## config.mk

```make
export PLATFORM = sky130hd
export DESIGN_NAME = fft_bitrev_serializer
export DESIGN_NICKNAME = d
export VERILOG_FILES = /design/src/rtl/fft_bitrev_serializer.sv
export SDC_FILE = /design/constraint.sdc
export NUM_CORES = 2
export LEC_CHECK = 0
export ABC_AREA = 1
export BUFFER_PORTS_ARGS = -buffer_cell sky130_fd_sc_hd__buf_2
export CORE_MARGIN = 2
export CORE_UTILIZATION = 35
export CTS_CLUSTER_DIAMETER = 60
export DETAILED_ROUTE_END_ITERATION = 8
export GPL_TIMING_DRIVEN = 0
export PLACE_DENSITY = 0.63
export SLEW_MARGIN = 5
export SYNTH_ARGS = -nofsm -noshare
export SYNTH_HDL_FRONTEND = slang
export SYNTH_SLANG_ARGS = --single-unit
```

## constraint.sdc

```tcl
create_clock -name clk -period 91.7 [get_ports clk]
set_input_delay 18.34 -clock clk [delete_from_list [all_inputs] [get_ports clk]]
set_output_delay 18.34 -clock clk [all_outputs]
set_load 0.005 [all_outputs]
```

## src/rtl/fft_bitrev_serializer.sv

```systemverilog
// Ping-pong frame buffer: takes a 16-point bit-reversed FFT frame in parallel
// and streams it out one complex bin per beat in natural order.
module fft_bitrev_serializer #(
  parameter int W = 16
) (
  input  logic           clk,
  input  logic           rst,
  input  logic           in_valid,
  output logic           in_ready,
  input  logic [2*W-1:0] in_data0,
  input  logic [2*W-1:0] in_data1,
  input  logic [2*W-1:0] in_data2,
  input  logic [2*W-1:0] in_data3,
  input  logic [2*W-1:0] in_data4,
  input  logic [2*W-1:0] in_data5,
  input  logic [2*W-1:0] in_data6,
  input  logic [2*W-1:0] in_data7,
  input  logic [2*W-1:0] in_data8,
  input  logic [2*W-1:0] in_data9,
  input  logic [2*W-1:0] in_data10,
  input  logic [2*W-1:0] in_data11,
  input  logic [2*W-1:0] in_data12,
  input  logic [2*W-1:0] in_data13,
  input  logic [2*W-1:0] in_data14,
  input  logic [2*W-1:0] in_data15,
  output logic           out_valid,
  input  logic           out_ready,
  output logic [W-1:0]   out_real,
  output logic [W-1:0]   out_imag,
  output logic [3:0]     out_index,
  output logic           out_last,
  output logic           busy
);

  typedef enum logic {EMPTY = 1'b0, FULL = 1'b1} bank_state_t;

  bank_state_t    st [2];
  bank_state_t    st_nxt [2];
  logic           wr_bank, wr_bank_nxt;
  logic           rd_bank, rd_bank_nxt;
  logic [3:0]     cnt, cnt_nxt;
  logic [2*W-1:0] mem [2][16];
  logic [2*W-1:0] in_words [16];
  logic [2*W-1:0] rd_word;
  logic           frame_acc;
  logic           beat_acc;

  function automatic logic [3:0] bitrev4(input logic [3:0] v);
    return {v[0], v[1], v[2], v[3]};
  endfunction

  function automatic logic signed [W-1:0] word_real(input logic [2*W-1:0] w);
    return w[2*W-1:W];
  endfunction

  function automatic logic signed [W-1:0] word_imag(input logic [2*W-1:0] w);
    return w[W-1:0];
  endfunction

  assign in_words[0]  = in_data0;
  assign in_words[1]  = in_data1;
  assign in_words[2]  = in_data2;
  assign in_words[3]  = in_data3;
  assign in_words[4]  = in_data4;
  assign in_words[5]  = in_data5;
  assign in_words[6]  = in_data6;
  assign in_words[7]  = in_data7;
  assign in_words[8]  = in_data8;
  assign in_words[9]  = in_data9;
  assign in_words[10] = in_data10;
  assign in_words[11] = in_data11;
  assign in_words[12] = in_data12;
  assign in_words[13] = in_data13;
  assign in_words[14] = in_data14;
  assign in_words[15] = in_data15;

  // Handshakes are gated only by registered bank state, so no input reaches an output.
  assign in_ready  = (st[wr_bank] == EMPTY);
  assign out_valid = (st[rd_bank] == FULL);
  assign frame_acc = in_valid && in_ready;
  assign beat_acc  = out_valid && out_ready;

  assign rd_word   = mem[rd_bank][bitrev4(cnt)];
  assign out_real  = word_real(rd_word);
  assign out_imag  = word_imag(rd_word);
  assign out_index = cnt;
  assign out_last  = out_valid && (cnt == 4'd15);
  assign busy      = (st[0] == FULL) || (st[1] == FULL);

  always_ff @(posedge clk or posedge rst) begin
    if (rst) begin
      for (int b = 0; b < 2; b++) begin
        for (int s = 0; s < 16; s++) begin
          mem[b][s] <= '0;
        end
      end
    end else if (frame_acc) begin
      for (int s = 0; s < 16; s++) begin
        mem[wr_bank][s] <= in_words[s];
      end
    end
  end

  always_ff @(posedge clk or posedge rst) begin
    if (rst) begin
      st[0]   <= EMPTY;
      st[1]   <= EMPTY;
      wr_bank <= 1'b0;
      rd_bank <= 1'b0;
      cnt     <= 4'd0;
    end else begin
      st[0]   <= st_nxt[0];
      st[1]   <= st_nxt[1];
      wr_bank <= wr_bank_nxt;
      rd_bank <= rd_bank_nxt;
      cnt     <= cnt_nxt;
    end
  end

  // A frame write and a final-beat drain always touch different banks.
  always_comb begin
    st_nxt[0]   = st[0];
    st_nxt[1]   = st[1];
    wr_bank_nxt = wr_bank;
    rd_bank_nxt = rd_bank;
    cnt_nxt     = cnt;
    if (frame_acc) begin
      st_nxt[wr_bank] = FULL;
      wr_bank_nxt     = ~wr_bank;
    end
    if (beat_acc) begin
      if (cnt == 4'd15) begin
        cnt_nxt         = 4'd0;
        st_nxt[rd_bank] = EMPTY;
        rd_bank_nxt     = ~rd_bank;
      end else begin
        cnt_nxt = cnt + 4'd1;
      end
    end
  end

endmodule

```

# Yosys cells after proc, flatten, opt, wreduce, memory -nomap -nowiden
# Cells that the tools add are included.
# word_totals
ff_bits	1032
in_bits	516
output_inout_bits	40
elab_cells	128
# classes
add_sub_neg	1
n_lt_le_gt_ge	5
n_eq_ne	1
n_mux	68
bitwise	9
reduce_logical	7
# ops
op	n
bitwise mux 1024 bit	16
demux 512 bit (select 1 bit)	16
two-way mux 512 bit	4
two-way mux 480 bit	1
two-way mux 448 bit	1
two-way mux 416 bit	1
two-way mux 384 bit	1
two-way mux 352 bit	1
two-way mux 320 bit	1
two-way mux 288 bit	1
two-way mux 256 bit	1
two-way mux 224 bit	1
two-way mux 192 bit	1
two-way mux 160 bit	1
binary-select mux 32 bit (select 4 bit)	1
two-way mux 128 bit	1
two-way mux 32 bit	3
two-way mux 96 bit	1
two-way mux 64 bit	1
two-way mux 1 bit	8
two-way mux 2 bit	3
greater-or-equal comparator 5 bit (second input constant)	1
logical AND 1 bit	5
NOT 4 -> 5 bit	1
other kinds (13)	19

# Depth between registers and ports, before layout
# logic_depth
ltp_word	21
depth_mapped	12
depth_no_buf	9

# Worst setup path after synthesis
# Ideal clock, no wire load.
# synth_path
path_kind	flip-flop to output port
startpoint	register rd_bank
endpoint	output port out_imag[3]
t_arrival_ns	1.356
required_ns	73.360
path_slack_ns	72.004
stages_incl_launch_ff	13
path_buffers	4
path_cell_list	dfrtp_1 > buf_2 > buf_6 > buf_6 > buf_2 > nand2_1 > nand3_1 > nand3_1 > nand2_1 > nor2_1 > nand2_1 > nand2_1 > inv_1
# synth_via
elab_chain_len	7
# synth_lines
element	line	text
start: declaration	40	logic rd_bank, rd_bank_nxt;
start signal: assignment	115	rd_bank <= rd_bank_nxt;
NOT 1 -> 2 bit (implied by the code)	83	assign rd_word = mem[rd_bank][bitrev4(cnt)];
two-way mux 512 bit (implied by the code) (3 in a row)	83	
binary-select mux 32 bit (select 4 bit)	83	
two-way mux 32 bit (implied by the code) (2 in a row)	83	
end: declaration	29	output logic [W-1:0] out_imag,
# Every way passes these cells. The select of a mux whose other input is x is not followed.

# Worst setup path after layout
# layout_path
startpoint	register cnt[3], in the netlist out_index[3]
endpoint	output port out_real[9]
# layout_via
elab_chain_len	4
# layout_lines
element	line	text
start: declaration	41	logic [3:0] cnt, cnt_nxt;
start signal: assignment	116	cnt <= cnt_nxt;
NOT 4 -> 5 bit (implied by the code)	83	
binary-select mux 32 bit (select 4 bit)	83	
two-way mux 32 bit (implied by the code) (2 in a row)	83	
end: declaration	28	output logic [W-1:0] out_real,
# Every way passes these cells. The select of a mux whose other input is x is not followed.

==> results.yml <==
timing:
  fin_crit_sh: 0.2433
  fin_crit_ns: 22.31
  setup_slack_ns: 69.39
  max_slew.worst_pin.slew_ns: 1.058
  finalHoldViolations: 0
  rsz0062_at_grt: "no"
  slew_viol_final: 0
  setup_viol: 0
  max_freq_mhz: 44.82
  fin_setup_tns_ns: 0
  final.setup_skew_ns: 0.03019
  maxSlewHeadroom: 0.2946
synth:
  yosysUniqueCellTypes: 24
  synth_top_area_frac: 0.5337
  synth_edf_count: 0
  syn_area_um2: 48390
  synth_area_leaders: "dfrtp_1 (53%), nand2_1 (20%), o21ai_1 (8.6%)"
  synthesis.nets: 6865
  yosysSeqAreaShare: 0.5337
  yosysTopAreaCell: "dfrtp_1"
  syn_inst: 6348
  yosysWarningCount: 0
  synth_seq_cells: 1032
  syn_avg_cell_area_um2: 7.622
  ys_async_sr_fraction: 1.000
  ys_dominant_reg_cell: "dfrtp_1"
global_routing:
  grt_pass1_vias: 44870
  grt_use_total: 0.2889
  grt_max_degree: 123
  overflow: 0
  grt_pass1_wl_mm: 298.5
  antenna_found_initial: 36
final_layout:
  layout.cells.non_filler: 8929
  final_common_cell: "nand2_1"
  area_delta_synth_final_pct: 19.12
  layout.nets: 7547
  final_cell_mix: "nand2_1 (2,533), dfrtp_1 (1,032), o21ai_1 (827), buf_2 (807), nand3_1 (642)"
  final_area_um2: 57640
  drive_above_1_share: 0.1482
setup_path:
  crit_required_ns: 73.36
  crit_top_cell: "buf_2"
  worst_setup_path_end_kind: "primary output"
  crit_path_cell_trace: "buf_2, inv_2, buf_2, buf_2, nand2_1, a21oi_1, nor2_1, nor2_1, nand2_1, nand2_1, inv_1, buf_2"
  cp_data_arrival_time_ns: 3.97
  crit_buf_inv: 6
  worstSetupPathType: "register to primary output"
  crit_fanout: 10
  cpPeakStageDelay_ns: 0.53
  start_kind: "register"
  slowest_stage: "buf_2"
  critical-path-top-delay-family: "buffers and inverters"
clock_network:
  cts_made_buffers: 115
  postCtsSetupRepairBufs: 0
  holdBufCountCts: 0
  cts_sinks: 1032
  cts.clk_slew.worst_paths_ns: 0.06
  max-clock-path-buffers: 3
  root_buffer: "clkbuf_16"
  cts_tree: "done"
  ctsResizeCount: 0
  h-tree-depth: 3
  clk-insertion-delay-late_ns: 0.76
die:
  rows: 136
  io_pins: 556
  fp.dieW_um: 375.8
  die_h_um: 375.8
  floorplan.initialDensity: 0.3523
  core-area_um2: 137300
  dieArea_um2: 141200
pwr:
  p_per_area_nw_per_um2: 39.53
  p_total_uw: 2279
  leakagePower_uw: 0.03019
  peakVddDrop_v: 0.00001842
place:
  dpl_cell_area_um2: 53680
  place_inst: 8707
  gp_congestion: 0.9833
  dp_slack_ns: 70.23
  port_buffers: 555
  hpwl_mm: 159.4
detailed_routing:
  postRouteAntennaNets: 0
  drt-total-wl_mm: 208.3
  drc: 0
  drtIter0Drc: 5974
  dr.pass1.iters: 6
  num_vias: 47220
  wl_per_cell_um: 23.32
  vias_per_cell: 5.288
run_status:
  outcome: "finished, final reports clean"
job:
  maxCapViolCount: 0
worst_hold_path:
  hold_class: "register to register"
## kinds of logic after synthesis
logic type / count (synthesis) / share of synthesized area
AOI/OAI and AO/OA: 1033 / 0.1070
xor gates and xnor gates: 2 / 0.0003621
adders and majority gates: 1 / 0.0002586
buffers and inverters: 969 / 0.08477
DFF: 1032 / 0.5337
and+or+nand+nor: 3311 / 0.2739
## metal layers
layer  up-vias  part of all wire  track usage  routed length [µm]
met1     22940              0.41       0.3832               84520
met4        26             0.060       0.1568               12450
met3       458              0.11      0.09099               23060
met5         -           0.00078            0                 162
met2      2375              0.42       0.4181               88080
li1      21410                 -            -                   -
## worst paths after layout
kind / startpoint / to / slack (ns) / cells past startpoint
max in group asynchronous: rst / mem[75]$_DFFE_PP0P_ / 72.37 / 4
min reg2reg: mem[38]$_DFFE_PP0P_ / mem[38]$_DFFE_PP0P_ / 0.47 / 2
max: out_index[3]$_DFFE_PP0P_ / out_real[9] / 69.39 / 12
min in group asynchronous: rst / mem[973]$_DFFE_PP0P_ / 17.66 / 2
min: mem[38]$_DFFE_PP0P_ / mem[38]$_DFFE_PP0P_ / 0.47 / 2
max reg2reg: wr_bank$_DFFE_PP0N_ / mem[415]$_DFFE_PP0P_ / 89.09 / 6
## stage by stage
step	utilization	hold slack [ns]
floorplan	-	0.4422
global placement	0.3889	0.4532
detailed placement	0.3909	0.4586
CTS	0.4196	0.4732
global route	0.4196	0.4864
finish	0.4197	0.4735
## sequential cells by signal, indices dropped and copies added, names as in the netlist
name and count:
wr_bank 1, st 2, out_index 4, mem 1024
rd_bank 1
## cells in the mapped netlist, types with 2 or more instances
master    count
a21oi_1      65
a22oi_1       2
buf_1        16
buf_2       252
buf_4        33
buf_6         3
clkbuf_1    134
dfrtp_1    1032
inv_1       526
inv_2         3
nand2_1    2533
nand3_1     642
nor2_1      130
nor2_2        2
o21ai_0     139
o21ai_1     827
xor2_1        2
## worst register-to-register path, delay by kind of cell, from the launching register on
family,cells,cell delay [ns]
buffers and inverters,3,1.65
flip-flops,1,0.44
AND/OR/NAND/NOR,2,0.24
AO/OA/AOI/OAI,1,0.12
## cell type report
class / count / area, µm²
clock buffer: 170 / 3468
buffer: 438 / 2106
timing repair buffer: 565 / 3040
multi-input combinational: 4347 / 18460
sequential: 1032 / 25820
inverter: 531 / 2003
fill: 14230 / 79690
tap: 1794 / 2245
antenna: 9 / 22.52
clock inverter: 43 / 465.4
## report_power, final
part | total, µW | internal (µW) | switching [µW]
Clock | 482 | 281 | 201
Combinational | 1020 | 300 | 719
Sequential | 777 | 664 | 113
(Power assumes the default switching activity.)
